===== config.mk =====
export PLATFORM = sky130hd
export DESIGN_NAME = mul_sched
export DESIGN_NICKNAME = d
export VERILOG_FILES = /design/src/rtl/mul_sched.sv
export SDC_FILE = /design/constraint.sdc
export NUM_CORES = 1
export LEC_CHECK = 0
export ABC_AREA = 1
export CORE_MARGIN = 2
export CORE_UTILIZATION = 42
export DETAILED_ROUTE_END_ITERATION = 8
export PLACE_DENSITY = 0.92
export SLEW_MARGIN = 10
export SYNTH_ARGS = -nofsm -noshare
export SYNTH_HDL_FRONTEND = slang
export SYNTH_SLANG_ARGS = --single-unit

===== constraint.sdc =====
create_clock -name clk -period 2.25 [get_ports clk]
set_input_delay 0.225 -clock clk [delete_from_list [all_inputs] [get_ports clk]]
set_output_delay 0.225 -clock clk [all_outputs]
set_load 0.02 [all_outputs]

===== src/rtl/mul_sched.sv =====
// mul_sched: round-robin scheduler that owns a shared repeated-addition
// multiplier datapath and returns each product tagged with its requester ID.
module mul_sched #(
    parameter int unsigned NREQ = 4,
    parameter int unsigned W    = 16,
    parameter int unsigned IDW  = $clog2(NREQ)
) (
    input  logic                 clk,
    input  logic                 rst_n,
    input  logic [NREQ-1:0]      req,
    input  logic [NREQ*W-1:0]    req_a,
    input  logic [NREQ*W-1:0]    req_b,
    output logic [NREQ-1:0]      gnt,
    output logic                 busy,
    output logic [W-1:0]         bus,
    output logic                 ld_a,
    output logic                 ld_b,
    output logic                 clr_p,
    output logic                 ld_p,
    output logic                 dec_b,
    input  logic                 eqz,
    input  logic [W-1:0]         prod,
    output logic                 done,
    output logic [IDW-1:0]       done_id,
    output logic [W-1:0]         result
);

    typedef enum logic [1:0] {
        S_IDLE = 2'd0,
        S_LDA  = 2'd1,
        S_LDB  = 2'd2,
        S_ACC  = 2'd3
    } state_t;

    state_t           r_state;
    state_t           w_state_nxt;
    logic [IDW-1:0]   r_rr;
    logic [W-1:0]     r_a;
    logic [W-1:0]     r_b;
    logic [IDW-1:0]   r_id;
    logic             r_done;
    logic [IDW-1:0]   r_done_id;
    logic [W-1:0]     r_result;

    logic             w_any;
    logic [IDW-1:0]   w_win;
    logic             w_take;
    logic             w_finish;

    // Round-robin search starting at the pointer, wrapping at NREQ.
    always_comb begin : arb
        int unsigned idx;
        w_any = 1'b0;
        w_win = '0;
        idx   = 0;
        for (int unsigned k = 0; k < NREQ; k++) begin
            idx = 32'(r_rr) + k;
            if (idx >= NREQ) begin
                idx = idx - NREQ;
            end
            if (!w_any && req[IDW'(idx)]) begin
                w_any = 1'b1;
                w_win = IDW'(idx);
            end
        end
    end

    // A grant is taken only in IDLE; gated by rst_n so gnt is 0 in reset.
    assign w_take   = (r_state == S_IDLE) && w_any && rst_n;
    assign w_finish = (r_state == S_ACC) && eqz;

    // State register.
    always_ff @(posedge clk or negedge rst_n) begin
        if (!rst_n) begin
            r_state <= S_IDLE;
        end else begin
            r_state <= w_state_nxt;
        end
    end

    // Next state and datapath strobes decoded from the current state.
    always_comb begin
        w_state_nxt = r_state;
        gnt         = '0;
        bus         = '0;
        ld_a        = 1'b0;
        ld_b        = 1'b0;
        clr_p       = 1'b0;
        ld_p        = 1'b0;
        dec_b       = 1'b0;
        busy        = (r_state != S_IDLE);
        case (r_state)
            S_IDLE: begin
                if (w_take) begin
                    gnt         = NREQ'(1) << w_win;
                    w_state_nxt = S_LDA;
                end
            end
            S_LDA: begin
                bus         = r_a;
                ld_a        = 1'b1;
                w_state_nxt = S_LDB;
            end
            S_LDB: begin
                bus         = r_b;
                ld_b        = 1'b1;
                clr_p       = 1'b1;
                w_state_nxt = S_ACC;
            end
            S_ACC: begin
                if (!eqz) begin
                    ld_p  = 1'b1;
                    dec_b = 1'b1;
                end else begin
                    w_state_nxt = S_IDLE;
                end
            end
            default: w_state_nxt = S_IDLE;
        endcase
    end

    // Latch winner operands and ID, and advance the round-robin pointer.
    always_ff @(posedge clk or negedge rst_n) begin
        if (!rst_n) begin
            r_rr <= '0;
            r_a  <= '0;
            r_b  <= '0;
            r_id <= '0;
        end else if (w_take) begin
            r_a  <= req_a[32'(w_win)*W +: W];
            r_b  <= req_b[32'(w_win)*W +: W];
            r_id <= w_win;
            r_rr <= (w_win == IDW'(NREQ - 1)) ? '0 : w_win + IDW'(1);
        end
    end

    // Registered result strobe, ID and product.
    always_ff @(posedge clk or negedge rst_n) begin
        if (!rst_n) begin
            r_done    <= 1'b0;
            r_done_id <= '0;
            r_result  <= '0;
        end else begin
            r_done <= w_finish;
            if (w_finish) begin
                r_done_id <= r_id;
                r_result  <= prod;
            end
        end
    end

    assign done    = r_done;
    assign done_id = r_done_id;
    assign result  = r_result;

endmodule

==> run_results.csv <==
group,metric,value,unit
timing,timing.fmax,404.6,MHz
layout,nets,993,
min_path,hold_path_class,"input port to async pin",
die,io_pins,196,
route,wl_per_cell,13.62,µm
clocking,cts_made_buffers,9,
global_routing,grt_pass1_wl,19670,µm
power_and_ir_drop,cellPowerDensity,1457,nW/µm²
timing,final-max-slew-violation-count,0,
logic_synthesis,syn_nets,790,
route,ant_nets,0,
clocking,cts_max_level,3,
logic_synthesis,ys_types,29,
power_and_ir_drop,p_leak,0.003370,µW
critical_path,required,2.03,ns
global_routing,grt_overflow,0,
route,vias,4811,
logic_synthesis,ys_warn_count,0,
placement,place_area,6218,µm²
power_and_ir_drop,power,9694,µW
clocking,cts_tree,"built",
clocking,clkTransAtPathRegs,0.08,ns
global_routing,grt_use_total,0.2329,
logic_synthesis,netlist_area,4120,µm²
timing,fin_crit,2.472,ns
clocking,clk_latency,0.33,ns
layout,syn_to_final_growth,61.52,%
timing,worst_pin_slew,0.7188,ns
critical_path,reg2regPathDepth,13,
critical_path,r2r_slack,-0.06,ns
outcome,status,"finished, violations left",
logic_synthesis,synthFlopType,"dfrtp_1",
critical_path,cp.arrival,2.25,ns
logic_synthesis,synth-async-reset-ratio,1.000,
logic_synthesis,synth_edf_count,0,
timing,setup_viol,25,
die,die_y,103.0,µm
timing,max-slew-margin-rel,0.5208,
logic_synthesis,netlist_instances,634,
route,drt_iter0_drc,189,
logic_synthesis,yosysSeqAreaShare,0.3462,
timing,rsz0062_at_grt,"yes",
global_routing,antenna_found_initial,0,
timing,tns,-1.235,ns
power_and_ir_drop,peakVddDrop,0.9470,mV
flow_run,drv_cap,0,
layout,design_area,6655,µm²
placement,dp_hpwl,9315,µm
global_routing,grt_pass1_vias,4359,
critical_path,setup.worst_path.class,"flop to output port",
clocking,cts_sinks,57,
layout,drive_gt1_frac,0.1259,
timing,fin_crit_sh,1.099,
timing,hold_viol,0,
layout,diodes,0,
die,initial_core_util,0.4274,
timing,setup_ws,-0.2217,ns
die,die_w,103.0,µm
layout,final_common_cell,"nand2_1",
die,core_area,9639,µm²
route,drt_first_pass_iters,5,
route,route.detailed.drc,0,
die,rows,36,
logic_synthesis,ys_ff_latch,57,
timing,holdWs,0.1314,ns
global_routing,grt_max_degree,60,
placement,place.gp.congestion,0.8580,
route,viasPerCell,4.934,
outcome,violations,"negative setup slack",
critical_path,end_kind,"output port",
clocking,clockBufferDepth,2,
route,routed_wl,13280,µm
die,die-area,10620,µm²
critical_path,crit_path_start_kind,"flop",
clocking,clockRootBuffer,"clkbuf_8",
layout,final_util,0.6904,
logic_synthesis,synth.avg_cell_area,6.499,µm²
placement,numPortBuffers,195,
timing,skew,0.01383,ns
critical_path,critPathMaxFanout,7,
layout,final_cell_mix,"229 x nand2_1, 174 x clkdlybuf4s50_1, 98 x inv_1",
[per-layer routing]
layer	share of wire	global-route usage
met5	0	0
met4	0.019	0.06377
met3	0.072	0.05559
met2	0.50	0.4196
met1	0.41	0.2763
[state kept, by name (all words and copies together), names as in the netlist]
signal / cells
done: 1
done_id: 2
r_a: 16
r_b: 16
r_id: 2
r_rr: 2
r_state: 2
result: 16
[synth_stat cells (2+ instances only)]
cell      number  area share
nand2_1      246        0.22
inv_1        102       0.093
nand3_1       68       0.083
dfrtp_1       57        0.35
nand4_1       22       0.033
o211ai_1      21       0.038
a21oi_1       16       0.019
or2_1         13       0.020
buf_2         12       0.015
clkbuf_1      11       0.010
buf_4          8       0.015
or2_0          8       0.012
nor2_1         7      0.0064
o21ai_0        7      0.0085
ha_1           5       0.015
buf_6          4       0.011
nand2_2        4      0.0061
nand3_2        4      0.0097
buf_1          3      0.0027
inv_2          3      0.0027
nand3_4        3       0.013
nor2_4         2      0.0055
nor3_1         2      0.0024
[per-stage QoR]
stage | std cells | setup slack (ns)
finish | 975 | -0.2217
global route | 975 | -0.3103
CTS | 969 | -0.07624
detailed placement | 947 | -0.3409
global placement | 947 | -0.2459
floorplan | 634 | 0.09814
[area by class of cell]
cell class              count  area [µm²]
repair buffers            230        2228
multi-input cells         431        2167
flip-flops and latches     57        1429
clock buffers              11       141.4
clock inverters             5       102.6
inverters                 107       415.4
repair inverters            1       5.005
fillers                   797        2984
well taps                 133       166.4
[critical path, cell delays in order, from the launching register on]
cell      delay (ns)
dfrtp_2         0.50
clkinv_4        0.12
nand2_2         0.10
nand2_4         0.07
nand2_2         0.07
nand2_2         0.07
nor2_4          0.20
nand3_2         0.14
nand3_4         0.14
ha_1            0.19
inv_1           0.06
nor2_1          0.11
buf_4           0.16
[kinds of logic after synthesis]
| family | Yosys count | share of synthesized area |
|---|---|---|
| adder cells (fa/ha/maj) | 5 | 0.01518 |
| buffers and inverters | 146 | 0.1521 |
| AO/OA/AOI/OAI | 47 | 0.07167 |
| flip-flops | 57 | 0.3462 |
| AND/OR/NAND/NOR | 379 | 0.4148 |
[timing repair]
item,4_1_cts,5_1_grt
pin swaps,4,11
cloned,0,1
hold buffers,0,0
endpoints found under the setup margin,56,42
endpoints found under the hold margin,0,0
setup buffers,6,5
resized for setup,51,34
[path summary, 6_finish.rpt]
check,startpoint,to
max in group asynchronous,rst_n,r_rr[1]
setup / recovery,r_rr[0],gnt[3]
setup reg to reg,r_rr[0],r_a[6]
min in group clk,prod[2],result[2]
hold reg to reg,result[8],result[8]
hold / removal,rst_n,result[2]
[report_power, final]
group          switching, µW  internal [µW]  leakage (µW)  total [µW]
registers                296           1530      0.000707        1820
logic                   4030           2660       0.00254        6690
clock network            420            765      0.000120        1180
Note: power is estimated with default switching activity, not from simulation.
==> patch 1: new RTL, config.mk and constraints unchanged <==
Encoding of `state_t`: now one-hot (4 bits for 4 states).
--- a/src/rtl/mul_sched.sv
+++ b/src/rtl/mul_sched.sv
@@ -27,7 +27,7 @@
 
-    typedef enum logic [1:0] {
-        S_IDLE = 2'd0,
-        S_LDA  = 2'd1,
-        S_LDB  = 2'd2,
-        S_ACC  = 2'd3
+    typedef enum logic [3:0] {
+        S_IDLE = 4'b0001,
+        S_LDA  = 4'b0010,
+        S_LDB  = 4'b0100,
+        S_ACC  = 4'b1000
     } state_t;
Behaviour: no difference found for any inputs over 10 cycles, from zero or initial values and one cycle with rst_n low; not proved beyond that.
==> patch 1 against the original RTL <==
Sequential cell count is 2 higher. Routed wire length rose by 13%. Worst setup slack gained 0.12 ns. Highest routed layer unchanged. Synthesized area down 5.6%. Cell area decreased by 6.5%. The run still ends with setup timing left. Global-route usage grew 4.8 points. Power is 0.38% higher. Non-clock buffer count fell by 11.
==> patch 1: results (changes against the original RTL) <==
Outcome
  – Status: finished, violations left
  – Violated checks: setup timing

Routing
  – DRT iter0 DRCs: 269 (+42%)
  – WL final: 15.02 mm (+13%)
  – Vias per std cell: 5.718 (+16%)

Pwr
  – Total Power Consumption: 0.009731 W (+0.38%)
  – Comb power frac: 69.1% (about the same)
  – Leakage: 3.004 nW (-11%)
  – Peak VDD IR: 1220 uV (+29%)

STA
  – Worst Clk Skew: 0.005630 ns (-0.008197 ns)
  – Final setup violation count: 13 (-48%)
  – Worst setup margin: -0.1009 ns (+0.1208 ns)

Placed design
  – DP Wirelength: 10.46 mm (+12%)
  – Worst Setup Slack post-DPL: -0.3376 ns (+0.003355 ns)

Yosys
  – Largest cells by area after synthesis: dfrtp_1 (37%), nand2_1 (21%), nand3_1 (14%)
  – Avg Synthesized Cell Area: 6.967 um^2 (+7.2%)
  – Sequential share of the synthesized area: 38.01% (+3.4 points)

Critical path
  – Crit Path Max Fanout: 5 (-2)
  – RR Endpoint: r_a[14]

Global route
  – Vias in the first global route: 4773 (+9.5%)
  – First-pass GRT wire length: 22.46 mm (+14%)
  – Met2 Track Usage GR: 50.08% (+8.1 points)
  – Tot GR Track Use: 28.04% (+4.8 points)
  – Met1 usage: 32.99% (+5.4 points)

Clocking
  – Setup bufs post-CTS: 2 (-4)
## patch 1: cell types whose count changed in the layout (fill, tap and decap cells not counted), moves of 6 or more
cell / delta
inv_1: -85
nand4_1: +42
nand3_1: +37
nand2_1: -22
o211ai_1: -21
a21oi_1: -16
a22o_1: +16
or2_1: -13
buf_4: -11
nand2_2: -9
or2_0: -8
nor2_1: +6
## patch 1: worst max-delay path by stage
stage                         to  cells after the start  slack [ns]
after CTS                 gnt[2]                     11       -0.17
after floorplan           gnt[3]                     15        0.14
after global placement    gnt[3]                     13       -0.23
after global routing      gnt[3]                     13       -0.17
after detailed placement  gnt[3]                     14       -0.34
final                     gnt[1]                     10       -0.10
## patch 1: area by class of cell
cell class | instances | share of cell area [%]
timing repair buffer | 219 | 34.59
sequential | 59 | 23.79
clock buffer | 9 | 1.991
tap | 111 | 2.232
clock inverter | 7 | 1.629
multi-input combinational | 431 | 34.53
inverter | 20 | 1.247
==> patch 2: new RTL, same flow settings <==
Made on the original files. `NREQ`: 4 -> 8.
--- a/src/rtl/mul_sched.sv
+++ b/src/rtl/mul_sched.sv
@@ -3,3 +3,3 @@
 module mul_sched #(
-    parameter int unsigned NREQ = 4,
+    parameter int unsigned NREQ = 8,
     parameter int unsigned W    = 16,
Interface: changed (5 resized); port bits go from 196 to 333. No check against the original RTL was run, so the function may have changed too.
==> patch 2 against the original RTL <==
The run still ends with setup timing left. Synthesized area is 66% higher. Cell area increased by 81%. Global-route usage is 10 points higher. First-iteration DRC count rose to 5.4 times the old value. Non-clock buffer count increased by 197. Sequential cell count grew 3. Largest cell class unchanged. Routed wire length up 140%. Via count is 100% higher. Worst setup slack worse by 0.61 ns.
Power is not shown: default switching activity piles up to over one toggle a cycle in this logic, so the estimate is an artifact.
==> patch 2: results (changes against the original RTL) <==
Outcome
  – Status: finished, violations left
  – Violated checks: setup timing

Global route
  – Largest net degree at the start of global routing: 89 (+48%)
  – Initial antenna violation count: 2 (+2)
  – First-pass GRT wire length: 46.47 mm (+140%)
  – Tot GR Track Use: 33.58% (+10 points)
  – Vias in the first global route: 8944 (+110%)

Placed design
  – Worst Setup Slack post-DPL: -0.8716 ns (-0.5306 ns)
  – Placed cell areas: 10850 um^2 (+75%)
  – Input/output buffers: 332 (+70%)
  – Placed Cells: 1777 (+88%)
  – DP Wirelength: 21.81 mm (+130%)
  – Final Wtd Congestion: 0.9340 (+8.9%)

Cells and area
  – Share of cells above drive strength 1: 14.30% (+1.7 points)
  – Final net count: 1893 (+91%)
  – Fin cells: 1826 (+87%)

STA
  – Worst Clk Skew: 0.008984 ns (-0.004843 ns)
  – Tightest Pin Transition: 0.8054 ns (+0.08666 ns)
  – Worst setup margin: -0.8360 ns (-0.6144 ns)
  – Final setup violation count: 48 (+92%)
  – Setup TNS: -31.99 ns (-30.75 ns)

Critical path
  – CP arrival: 2.86 ns (+0.61 ns)
  – Crit Path Max Fanout: 6 (-1)
  – Slowest CP cell: dfrtp_1
  – Slowest stage delay, CP: 0.42 ns (-0.08 ns)
  – CP delay by family, top: simple AND/OR/NAND/NOR gates

Yosys
  – Mapped Nets: 1535 (+94%)
  – Sequential share of the synthesized area: 21.94% (-13 points)
  – Largest cells by area after synthesis: nand2_1 (24%), dfrtp_1 (22%), nand3_1 (21%)
  – Post-Syn Instances: 1246 (+97%)
  – Synth cell count leaders: nand2_1 (438), nand3_1 (291), inv_1 (240)
  – Distinct cells, synth: 30 (+3.4%)
  – Async S/R FF share, synth: 100.0% (unchanged)

Routing
  – Top sig layer: met4
  – Wirelength per Cell: 17.60 um (+29%)
  – DRT iter0 DRCs: 1022 (+440%)
  – Routed metal-1 wirelength: 11.99 mm (+120%)
  – Vias per std cell: 5.284 (+7.1%)
  – Met2 wire length: 15.57 mm (+130%)
  – Met3 WL: 3.105 mm (+220%)

Clocking
  – Worst skew pair latency: 0.34 ns
  – Num CTS Buffers: 9 (unchanged)
  – Root Driver: clkbuf_16
  – Clk pin slew, worst setup/hold paths: 0.06 ns (-0.02 ns)
  – Max clock buf depth: 2 (unchanged)
## patch 2: path summary, 6_finish.rpt
check                       endpoint  slack [ns]  cells past startpoint       from
max in group asynchronous    r_rr[1]        1.55                      2      rst_n
hold / removal               r_b[10]        0.11                      2      rst_n
min in group clk           result[8]        0.43                      3    prod[8]
hold reg to reg            result[8]        0.48                      2  result[8]
setup reg to reg             r_b[15]       -0.82                     19    r_rr[0]
setup / recovery              gnt[6]       -0.84                     16    r_rr[0]
## patch 2: metal layers
layer / vias up / global-route usage (%)
li1: 4528 / -
met1: 4364 / 41.30
met2: 632 / 56.75
met3: 125 / 6.250
met4: 0 / 15.64
met5: - / 0
## patch 2: logic make-up (layout without fill, tap and decap cells)
| group | Yosys count | after routing | synth area share (%) |
|---|---|---|---|
| simple gates | 812 | 812 | 53.26 |
| buf+inv | 333 | 695 | 20.37 |
| flops | 60 | 60 | 21.94 |
| compound gates | 31 | 31 | 2.596 |
| fa+ha+maj | 6 | 6 | 1.097 |
| xor+xnor | 4 | 4 | 0.7314 |
| other cells | 0 | 2 | 0 |
## patch 2: layout make-up
class	count	area [um^2]
clock inverters	4	73.82
flip-flops and latches	60	1503
well taps	216	270.3
clock buffers	11	242.7
repair buffers	427	4516
fillers	1156	3864
multi-input cells	853	4431
inverters	253	980.9
diodes	2	5.005
## patch 2: what timing repair did
| action | in CTS | in global routing |
|---|---|---|
| pin swaps | 25 | 17 |
| setup endpoints to repair | 64 | 63 |
| gates resized for setup | 127 | 69 |
| gates cloned | 5 | 7 |
| buffers inserted | 9 | 11 |
